## config.mk

```make
export PLATFORM = sky130hd
export DESIGN_NAME = ex_alu_unit
export DESIGN_NICKNAME = d
export VERILOG_FILES = /design/src/rtl/alu_pkg.sv /design/src/rtl/ex_alu_comb.sv /design/src/rtl/ex_alu_unit.sv
export SDC_FILE = /design/constraint.sdc
export NUM_CORES = 1
export LEC_CHECK = 0
export BUFFER_PORTS_ARGS = -buffer_cell sky130_fd_sc_hd__buf_4
export CORE_MARGIN = 8
export CORE_UTILIZATION = 50
export DETAILED_ROUTE_END_ITERATION = 10
export HOLD_SLACK_MARGIN = 0.12
export PLACE_DENSITY = 0.72
export SYNTH_ARGS = -nofsm -noshare
export SYNTH_HDL_FRONTEND = slang
export SYNTH_SLANG_ARGS = --single-unit
```

## constraint.sdc

```tcl
create_clock -name clk -period 7.2 [get_ports clk]
set_input_delay 1.44 -clock clk [delete_from_list [all_inputs] [get_ports clk]]
set_output_delay 1.44 -clock clk [all_outputs]
set_load 0.03 [all_outputs]
```

## src/rtl/alu_pkg.sv

```systemverilog
// ---------------------------------------------------------------------------
// alu_pkg
// Shared definitions for the execute-stage ALU and the ALU control decoder.
// Both sides import the operation-code constants from here, so the encoding
// the decoder produces and the encoding the ALU consumes cannot drift apart.
//
// Contents:
//   XLEN_DEFAULT        default datapath width (64)
//   ALU_* constants     4-bit operation codes
//   ST_* constants      execute FSM state encodings
//   op_is_legal()       true for any code the ALU implements
//   op_is_iterative()   true for codes that take the multi-cycle path
// ---------------------------------------------------------------------------
package alu_pkg;

  localparam int XLEN_DEFAULT = 64;

  // Operation codes produced by the ALU control decoder.
  localparam logic [3:0] ALU_AND = 4'b0000;
  localparam logic [3:0] ALU_OR  = 4'b0001;
  localparam logic [3:0] ALU_ADD = 4'b0010;
  localparam logic [3:0] ALU_SUB = 4'b0110;
  localparam logic [3:0] ALU_SLL = 4'b1000;

  // Execute FSM states. Kept as plain constants so older tools and the
  // existing waveform decoders keep working.
  localparam logic [1:0] ST_IDLE  = 2'd0;
  localparam logic [1:0] ST_SHIFT = 2'd1;
  localparam logic [1:0] ST_DONE  = 2'd2;

  function automatic logic op_is_legal(input logic [3:0] op);
    logic legal;
    legal = 1'b0;
    case (op)
      ALU_AND, ALU_OR, ALU_ADD, ALU_SUB, ALU_SLL: legal = 1'b1;
      default:                                    legal = 1'b0;
    endcase
    return legal;
  endfunction

  // Only the left shift walks through the SHIFT state; everything else,
  // including illegal codes, completes in one registered cycle.
  function automatic logic op_is_iterative(input logic [3:0] op);
    return (op == ALU_SLL);
  endfunction

endpackage

```

## src/rtl/ex_alu_comb.sv

```systemverilog
// ---------------------------------------------------------------------------
// ex_alu_comb
// Purely combinational datapath for the single-cycle operations:
// add, sub, and, or. Illegal codes produce a zero result with the illegal
// flag set. The left shift is not handled here (the top iterates it), so
// for ALU_SLL this block returns zero and does not flag it as illegal.
//
// Ports:
//   op_code  in   4     operation code from the ALU control decoder
//   src_a    in   XLEN  operand A
//   src_b    in   XLEN  operand B
//   result   out  XLEN  combinational result
//   illegal  out  1     op_code is not one the ALU implements
// ---------------------------------------------------------------------------
module ex_alu_comb
  import alu_pkg::*;
#(
  parameter int XLEN = XLEN_DEFAULT
) (
  input  logic [3:0]      op_code,
  input  logic [XLEN-1:0] src_a,
  input  logic [XLEN-1:0] src_b,
  output logic [XLEN-1:0] result,
  output logic            illegal
);

  logic            sub_sel;
  logic [XLEN-1:0] b_in;
  logic [XLEN-1:0] carry_in;
  logic [XLEN-1:0] sum;

  // Add and sub share one adder: a - b is a + ~b + 1. The carry out is
  // simply dropped, which gives the modulo 2^XLEN behaviour.
  assign sub_sel  = (op_code == ALU_SUB);
  assign b_in     = sub_sel ? ~src_b : src_b;
  assign carry_in = {{(XLEN-1){1'b0}}, sub_sel};
  assign sum      = src_a + b_in + carry_in;

  always_comb begin
    result  = '0;
    illegal = !op_is_legal(op_code);
    case (op_code)
      ALU_ADD, ALU_SUB: result = sum;
      ALU_AND:          result = src_a & src_b;
      ALU_OR:           result = src_a | src_b;
      default:          result = '0;
    endcase
  end

endmodule

```

## src/rtl/ex_alu_unit.sv

```systemverilog
// ---------------------------------------------------------------------------
// ex_alu_unit
// Execute-stage ALU. Add, sub, and, or (and illegal codes) complete one
// cycle after accept. SLL is done one bit per cycle in a shift register,
// so an op with shift amount N presents its result N+1 cycles after accept
// (N=0 completes in one cycle). Valid/ready on both sides lets the hazard
// unit stall around the long shifts.
//
// Ports:
//   clk         in   1        rising-edge clock
//   rst_n       in   1        synchronous reset, active-low
//   in_valid    in   1        op_code/src_a/src_b are valid
//   in_ready    out  1        unit can accept an op this cycle
//   op_code     in   4        operation code (see alu_pkg)
//   src_a       in   XLEN     operand A (rs1)
//   src_b       in   XLEN     operand B; low SHAMT_W bits are the sll amount
//   flush       in   1        drop any in-flight op (branch mispredict)
//   out_valid   out  1        result/zero/illegal_op are valid
//   out_ready   in   1        downstream takes the result this cycle
//   result      out  XLEN     registered result
//   zero        out  1        result == 0, registered with result
//   illegal_op  out  1        the completed op had an unsupported code
//
// All outputs come from registers or from state/out_ready, never from the
// operands, so there is no input-to-output path through the datapath.
// ---------------------------------------------------------------------------
module ex_alu_unit
  import alu_pkg::*;
#(
  parameter int XLEN    = XLEN_DEFAULT,
  parameter int SHAMT_W = $clog2(XLEN)
) (
  input  logic            clk,
  input  logic            rst_n,
  input  logic            in_valid,
  output logic            in_ready,
  input  logic [3:0]      op_code,
  input  logic [XLEN-1:0] src_a,
  input  logic [XLEN-1:0] src_b,
  input  logic            flush,
  output logic            out_valid,
  input  logic            out_ready,
  output logic [XLEN-1:0] result,
  output logic            zero,
  output logic            illegal_op
);

  logic [1:0]         state;
  logic [XLEN-1:0]    shift_reg;
  logic [XLEN-1:0]    shift_next;
  logic [SHAMT_W-1:0] count;
  logic [SHAMT_W-1:0] shamt;
  logic [XLEN-1:0]    result_q;
  logic               zero_q;
  logic               illegal_q;

  logic               accept;
  logic               is_shift;
  logic [XLEN-1:0]    comb_result;
  logic               comb_illegal;

  ex_alu_comb #(
    .XLEN (XLEN)
  ) u_comb (
    .op_code (op_code),
    .src_a   (src_a),
    .src_b   (src_b),
    .result  (comb_result),
    .illegal (comb_illegal)
  );

  // A finished result may be replaced in the same cycle it is consumed,
  // which is what gives back-to-back single-cycle throughput.
  assign in_ready   = (state == ST_IDLE) || ((state == ST_DONE) && out_ready);
  assign accept     = in_valid && in_ready;
  assign is_shift   = op_is_iterative(op_code);
  assign shamt      = src_b[SHAMT_W-1:0];
  assign shift_next = {shift_reg[XLEN-2:0], 1'b0};

  assign out_valid  = (state == ST_DONE);
  assign result     = result_q;
  assign zero       = zero_q;
  assign illegal_op = illegal_q;

  // FSM, shift datapath and output registers. Flush only redirects the
  // state; result/zero may keep stale values, which is harmless because
  // out_valid is low in IDLE.
  always_ff @(posedge clk) begin
    if (!rst_n) begin
      state     <= ST_IDLE;
      shift_reg <= '0;
      count     <= '0;
      result_q  <= '0;
      zero_q    <= 1'b1;
      illegal_q <= 1'b0;
    end else if (flush) begin
      state <= ST_IDLE;
    end else begin
      case (state)
        ST_SHIFT: begin
          shift_reg <= shift_next;
          count     <= count - 1'b1;
          // Last step: the count hits zero after this decrement.
          if (count == SHAMT_W'(1)) begin
            state     <= ST_DONE;
            result_q  <= shift_next;
            zero_q    <= (shift_next == '0);
            illegal_q <= 1'b0;
          end
        end

        ST_IDLE, ST_DONE: begin
          if (accept) begin
            if (is_shift) begin
              shift_reg <= src_a;
              count     <= shamt;
              illegal_q <= 1'b0;
              if (shamt == '0) begin
                state    <= ST_DONE;
                result_q <= src_a;
                zero_q   <= (src_a == '0);
              end else begin
                state <= ST_SHIFT;
              end
            end else begin
              state     <= ST_DONE;
              result_q  <= comb_result;
              zero_q    <= (comb_result == '0);
              illegal_q <= comb_illegal;
            end
          end else if ((state == ST_DONE) && out_ready) begin
            state <= ST_IDLE;
          end
        end

        default: begin
          state <= ST_IDLE;
        end
      endcase
    end
  end

endmodule

```

==> results.tsv, run 1 <==
stage	metric	value	unit
power	Worst VDD drop	215	uV
setup_path	Crit Reg-Reg Startpoint	state[0]	
clock_network	Setup Buffers After CTS	0	
place	DP Worst Slack	0.423	ns
clock_network	CTS tree	done	
clock_network	Reg clk slew, reported paths	0.06	ns
timing	setup TNS	0	ns
timing	Slew Viols, Final	0	
setup_path	CP arrival	6.86	ns
clock_network	Clock Sinks	137	
synthesis	Distinct cells, synth	98	
detailed_routing	wirelength, routed	57.9	mm
setup_path	delay-heaviest family, CP	compound AO/OA/AOI/OAI gates	
setup_path	Cell Chain, Critical Path	buf_4 > nand4bb_4 > buf_12 > xnor2_1 > ha_1 > a21oi_1 > o21ai_0 > a22oi_1 > o21ai_1 > a311oi_2 > o311ai_1 > o32ai_1 > a2bb2oi_1 > and2_1 > nand4_1 > or4_1 > o41ai_2	
floorplan	Starting Density	50.7	%
timing	Final Setup Violations	0	
synthesis	adder-cell share of the synthesized area	11.3	%
final_layout	register area	0.00275	mm^2
detailed_routing	WL per Instance	25.3	um
synthesis	Syn Nets	2039	
floorplan	boundary pin count	205	
timing	period utilisation layout	90.9	%
place	placed cell area	0.0149	mm^2
place	Routability Congestion	0.988	
floorplan	die height	178	um
timing	FMAX	153	MHz
synthesis	#FFs+latches synth	137	
global_route	vias in the first global route	14200	
setup_path	CP max stage cell	a311oi_2	
synthesis	synthesized cell area	0.0132	mm^2
power	LEAKAGE	5.89	nW
setup_path	endpoint class of the critical path	flip-flop	
synthesis	compound-cell area share of the yosys netlist	31.6	%
detailed_routing	Detailed Routing Iterations Pass 1	8	
place	DP HPWL	44.9	mm
global_route	first-pass GRT wire length	85.7	mm
run_status	status	completed	
final_layout	diodes inserted	0	
floorplan	DIE AREA	0.0318	mm^2
min_path	hold path startpoint	result[57]	
floorplan	row cnt	59	
run	Max Cap Viol	0	
setup_path	worst setup path start	op_code[3]	
final_layout	commonest non-fill, non-tap cell in the layout	buf_4	
synthesis	simple-gate share of the synthesized area	21.6	%
timing	post-layout min period	6.54	ns
floorplan	Die X-Extent	178	um
detailed_routing	Via-to-Cell Ratio	6.81	
final_layout	Layout area overhead	17.8	%
place	port bufs	204	
synthesis	XOR/XNOR Fraction of Synth Area	7.57	%
final_layout	Layout Nets	2159	
synthesis	top post-synthesis cells by area	dfxtp_1 21%, a21oi_1 7.8%, ha_1 7.6%	
detailed_routing	via count	15600	
synthesis	cell taking the most area after synthesis	dfxtp_1	
timing	Setup WS post-layout	0.657	ns
min_path	HP Class	flip-flop to flip-flop	
floorplan	core footprint	0.0260	mm^2
timing	final hold vios	0	
final_layout	layout cells sized above 1	15.0	%
detailed_routing	1st-iter DRT viols	2258	
synthesis	share of the synthesized area in the top cell type	20.8	%
clock_network	hold buffer count at cts	0	
global_route	grt total ovfl	0	
setup_path	startpoint types	primary input	
global_route	largest net degree at the start of global routing	99	
setup_path	CP peak stage delay	0.60	ns
clock_network	level count of the clock H-tree	4	
synthesis	Syn Area/Cell	7.24	um^2
synthesis	number of synthesized flops with an enable pin	0	
synthesis	fraction of registers with async set/reset	0	%
setup_path	Buf/Inv on CP	2	
setup_path	Setup CP Type	primary input to flip-flop	
global_route	aggregate global-route resource usage	34.8	%
final_layout	post-route cell area	0.0155	mm^2
detailed_routing	post-route DRC violation count	0	
clock_network	CTS max path bufs	2	
setup_path	Max FO, Critical Path	65	
timing	unrepaired setup endpoints after global routing	false	
final_layout	max reg flops	64	
clock_network	CTS resizes	0	
setup_path	Req. time, crit path	7.52	ns
synthesis	Mapped Cells	1821	
timing	Least-Margin Pin Slew	1.18	ns
synthesis	largest family of logic cells by synthesized area	compound AO/OA/AOI/OAI gates	
synthesis	mux cell area share after synthesis	2.74	%
clock_network	Root Driver	clkbuf_16	
final_layout	area of the multi-input gates	0.00994	mm^2
timing	final clock skew	0.00959	ns
power	Tot Pwr	2.77	mW
synthesis	yosys warns	0	
timing	Worst slew margin	20.5	%
synthesis	Synth Flop Type	dfxtp_1	
synthesis	Seq/Total Area, Yosys	20.8	%
final_layout	number of fill cells	2449	
clock_network	worst skew pair latency	0.42	ns
power	PwrDens	179	mW/mm^2
global_route	initial antenna violation count	0	
clock_network	number of buffers created by CTS	17	
detailed_routing	Routed Antenna Nets	0	
final_layout	commonest non-fill, non-tap cells in the layout	220 x buf_4, 205 x a21oi_1, 192 x nand2_1, 176 x nor2_1, 160 x o21ai_0	
==> worst paths after layout <==
kind	cells after the start	slack, ns	to
max	17	0.66	zero
min	2	0.45	result[57]
max reg2reg	12	2.46	zero
min reg2reg	2	0.45	result[57]
==> where the power goes <==
group | switching, mW | internal, mW | leakage (nW)
clock | 0.363 | 0.599 | 0.315
sequential | 0.0174 | 0.780 | 1.11
combinational | 0.648 | 0.366 | 4.46
==> per-stage QoR <==
stage / util, % / cells / hold WS (ns)
6_report: 59.8 / 2289 / 0.450
5_1_grt: 59.8 / 2289 / 0.469
4_1_cts: 59.8 / 2289 / 0.453
3_5_place_dp: 57.3 / 2257 / 0.445
3_3_place_gp: 57.3 / 2257 / 0.439
2_1_floorplan: - / 1821 / 0.473
==> cell usage after synthesis, types with 10 or more instances <==
| master | count |
|---|---|
| a22oi_1 | 23 |
| o21ai_0 | 160 |
| a21o_1 | 25 |
| nor2_1 | 177 |
| mux2i_1 | 35 |
| o21a_1 | 11 |
| o211ai_1 | 28 |
| ha_1 | 80 |
| or3_1 | 13 |
| nand2_1 | 192 |
| xor2_1 | 25 |
| maj3_1 | 47 |
| a221oi_1 | 13 |
| o21bai_1 | 14 |
| nor3_1 | 38 |
| nand2b_1 | 10 |
| a21oi_1 | 206 |
| inv_1 | 28 |
| clkbuf_1 | 96 |
| o21ai_1 | 11 |
| nor4_1 | 49 |
| a211oi_1 | 62 |
| nand4_1 | 33 |
| dfxtp_1 | 137 |
| nand3_1 | 28 |
| buf_1 | 20 |
| xnor2_1 | 89 |
==> cells by family after synthesis <==
| group | count (synthesis) |
|---|---|
| xor gates and xnor gates | 114 |
| and+or+nand+nor | 604 |
| adders and majority gates | 128 |
| buffers and inverters | 149 |
| muxes | 36 |
| AOI/OAI and AO/OA | 653 |
| DFF | 137 |
==> routing by layer <==
layer	global-route usage (%)	part of all wire, %
met1	51.6	44
met2	46.6	39
met3	7.47	13
met4	15.5	4.3
met5	0	0
==> area by class of cell <==
class,count,share of cell area (%)
Clock buffer,18,2.83
Tap cell,335,2.70
Inverter,29,0.701
Sequential cell,137,17.7
Multi-Input combinational cell,1535,64.0
Timing Repair Buffer,221,10.8
Clock inverter,14,1.35
==> tightest hold or removal path: stages, from the launching register on <==
cell,delay (ns)
dfxtp_1,0.31
nand2_1,0.05
a21oi_1,0.05
(Power assumes the default switching activity.)
==> run 2: changes to the inputs <==
REMOVE_ABC_BUFFERS = 1   (was not set)
==> run 2 against run 1 <==
  * Sequential share of layout area barely moved
  * Global-route usage rose by 0.56 points
  * First-iteration DRC count fell by 30%
  * Register-to-register slack improved by 0.45 ns
  * Utilization rose by 0.063 points
  * Highest routed layer unchanged
  * Die area did not move
  * Sequential power barely moved
  * Design area rose by 0.10%
  * Combinational power barely moved
==> results.tsv, run 2 (same netlist as run 1, synthesis figures left out) <==
stage	metric	value	unit	change
run_status	status	completed		unchanged
floorplan	core footprint	0.0260	mm^2	unchanged
final_layout	number of fill cells	2441		was 2,449
timing	post-layout min period	6.28	ns	was 6.54 ns
setup_path	CP max stage cell	or4_1		was a311oi_2
global_route	grt total ovfl	0		unchanged
setup_path	endpoint class of the critical path	flip-flop		unchanged
min_path	HP Class	flip-flop to flip-flop		unchanged
setup_path	Setup CP Type	primary input to flip-flop		unchanged
detailed_routing	1st-iter DRT viols	1587		was 2,258
final_layout	max reg flops	64		unchanged
setup_path	Req. time, crit path	7.55	ns	was 7.52 ns
timing	setup TNS	0	ns	unchanged
clock_network	level count of the clock H-tree	4		unchanged
setup_path	startpoint types	primary input		unchanged
global_route	largest net degree at the start of global routing	100		was 99
clock_network	Setup Buffers After CTS	0		unchanged
global_route	vias in the first global route	14800		was 14,200
power	PwrDens	177	mW/mm^2	was 179 mW/mm^2
timing	Slew Viols, Final	0		unchanged
floorplan	Starting Density	50.7	%	unchanged
detailed_routing	via count	15400		was 15,600
timing	unrepaired setup endpoints after global routing	false		unchanged
power	Tot Pwr	2.74	mW	was 2.77 mW
timing	Setup WS post-layout	0.919	ns	was 0.657 ns
final_layout	Layout area overhead	17.9	%	was 17.8%
global_route	aggregate global-route resource usage	35.3	%	was 34.8%
final_layout	register area	0.00275	mm^2	unchanged
setup_path	Cell Chain, Critical Path	buf_4 > nand4bb_4 > buf_12 > xnor2_1 > ha_1 > and4_1 > and3_1 > nand2_1 > nor3_1 > a211oi_2 > o41a_1 > o21ai_0 > xor2_1 > a22oi_1 > nand4_1 > or4_1 > o41ai_2		was buf_4 > nand4bb_4 > buf_12 > xnor2_1 > ha_1 > a21oi_1 > o21ai_0 > a22oi_1 > o21ai_1 > a311oi_2 > o311ai_1 > o32ai_1 > a2bb2oi_1 > and2_1 > nand4_1 > or4_1 > o41ai_2
power	Worst VDD drop	148	uV	was 215 uV
timing	Final Setup Violations	0		unchanged
place	DP Cell Count	2266		was 2,257
detailed_routing	Detailed Routing Iterations Pass 1	7		was 8
setup_path	CP peak stage delay	0.56	ns	was 0.60 ns
timing	Least-Margin Pin Slew	1.14	ns	was 1.18 ns
final_layout	area of the multi-input gates	0.00994	mm^2	unchanged
place	Routability Congestion	1.02		was 0.988
place	DP Worst Slack	0.534	ns	was 0.423 ns
floorplan	row cnt	59		unchanged
floorplan	boundary pin count	205		unchanged
clock_network	hold buffer count at cts	0		unchanged
detailed_routing	WL per Instance	25.3	um	about the same
final_layout	commonest non-fill, non-tap cell in the layout	buf_4		unchanged
final_layout	Layout Nets	2168		was 2,159
timing	Worst slew margin	24.0	%	was 20.5%
floorplan	DIE AREA	0.0318	mm^2	unchanged
setup_path	Max FO, Critical Path	64		was 65
detailed_routing	post-route DRC violation count	0		unchanged
timing	FMAX	159	MHz	was 153 MHz
setup_path	Buf/Inv on CP	2		unchanged
clock_network	Clock Sinks	137		unchanged
clock_network	CTS max path bufs	2		unchanged
detailed_routing	Routed Antenna Nets	0		unchanged
clock_network	number of buffers created by CTS	17		unchanged
global_route	initial antenna violation count	0		unchanged
final_layout	layout cells sized above 1	15.4	%	was 15.0%
clock_network	worst skew pair latency	0.45	ns	was 0.42 ns
detailed_routing	Via-to-Cell Ratio	6.72		was 6.81
timing	worst hold slack	0.453	ns	was 0.450 ns
floorplan	die height	178	um	unchanged
timing	period utilisation layout	87.2	%	was 90.9%
final_layout	diodes inserted	0		unchanged
final_layout	commonest non-fill, non-tap cells in the layout	229 x buf_4, 205 x a21oi_1, 192 x nand2_1, 176 x nor2_1, 160 x o21ai_0		was 220 x buf_4, 205 x a21oi_1, 192 x nand2_1, 176 x nor2_1, 160 x o21ai_0
place	port bufs	204		unchanged
place	DP HPWL	43.6	mm	was 44.9 mm
power	LEAKAGE	5.91	nW	was 5.89 nW
clock_network	CTS tree	done		unchanged
setup_path	CP arrival	6.63	ns	was 6.86 ns
clock_network	CTS resizes	0		unchanged
final_layout	final instance count without filler cells	2298		was 2,289
run	Max Cap Viol	0		unchanged
setup_path	delay-heaviest family, CP	simple AND/OR/NAND/NOR gates		was compound AO/OA/AOI/OAI gates
floorplan	Die X-Extent	178	um	unchanged
detailed_routing	wirelength, routed	58.1	mm	was 57.9 mm
timing	final clock skew	0.0251	ns	was 0.00959 ns
clock_network	Reg clk slew, reported paths	0.07	ns	was 0.06 ns
global_route	first-pass GRT wire length	87.7	mm	was 85.7 mm
clock_network	Root Driver	clkbuf_16		unchanged
timing	final hold vios	0		unchanged
## run 2: cell types whose count changed in the layout (fill, tap and decap cells not counted), moves of 2 or more
cell       delta
buf_4         +9
bufinv_16     -3
clkinv_2      +2
clkinv_4      -2
inv_8         +2
## run 2: worst register-to-register path, stage by stage, from the launching register on
cell	delay, ns
dfxtp_1	0.41
nor4_1	0.80
nand4_1	0.42
nor4_1	0.45
o32ai_1	0.15
nor4_1	0.33
and3_1	0.22
nand4b_1	0.12
nor4b_1	0.26
buf_4	0.17
nand3_1	0.07
or4_1	0.53
o41ai_2	0.26
## run 2: routing by layer
layer  GRT usage, %  vias to the layer above  routed length [um]
met5              0                        -                   0
met4           14.6                        0                2350
met3           6.48                      147                5480
met2           57.5                      925               26600
met1           45.3                     7331               23700
li1               -                     7044                   -
## run 2: metrics by stage
step	utilization [%]	area (um^2)
floorplan	-	12700
global placement	57.6	15000
detailed placement	57.6	15000
CTS	59.8	15600
global route	59.8	15600
finish	59.8	15600
## run 2: cell type report
cell class | instances | area share [%]
Multi-Input combinational cell | 1535 | 63.9
Sequential cell | 137 | 17.7
Timing Repair Buffer | 230 | 11.2
Clock buffer | 18 | 2.90
Tap cell | 335 | 2.70
Clock inverter | 14 | 0.933
Inverter | 29 | 0.708
## run 2: worst paths after layout
| path | from | end | slack [ns] | depth (start not counted) |
|---|---|---|---|---|
| worst max-delay path | op_code[3] | zero | 0.92 | 17 |
| worst max register to register | shift_reg[16] | zero | 2.91 | 12 |
| worst min register to register | result[29] | result[29] | 0.45 | 2 |
| worst min-delay path | result[29] | result[29] | 0.45 | 2 |
## run 2: report_power, final
group	internal (mW)	total, mW	switching, mW	leakage (nW)
Clock	0.512	0.955	0.443	0.290
Combinational	0.368	0.993	0.625	4.51
Sequential	0.780	0.797	0.0169	1.11
Total	1.66	2.74	1.08	5.91
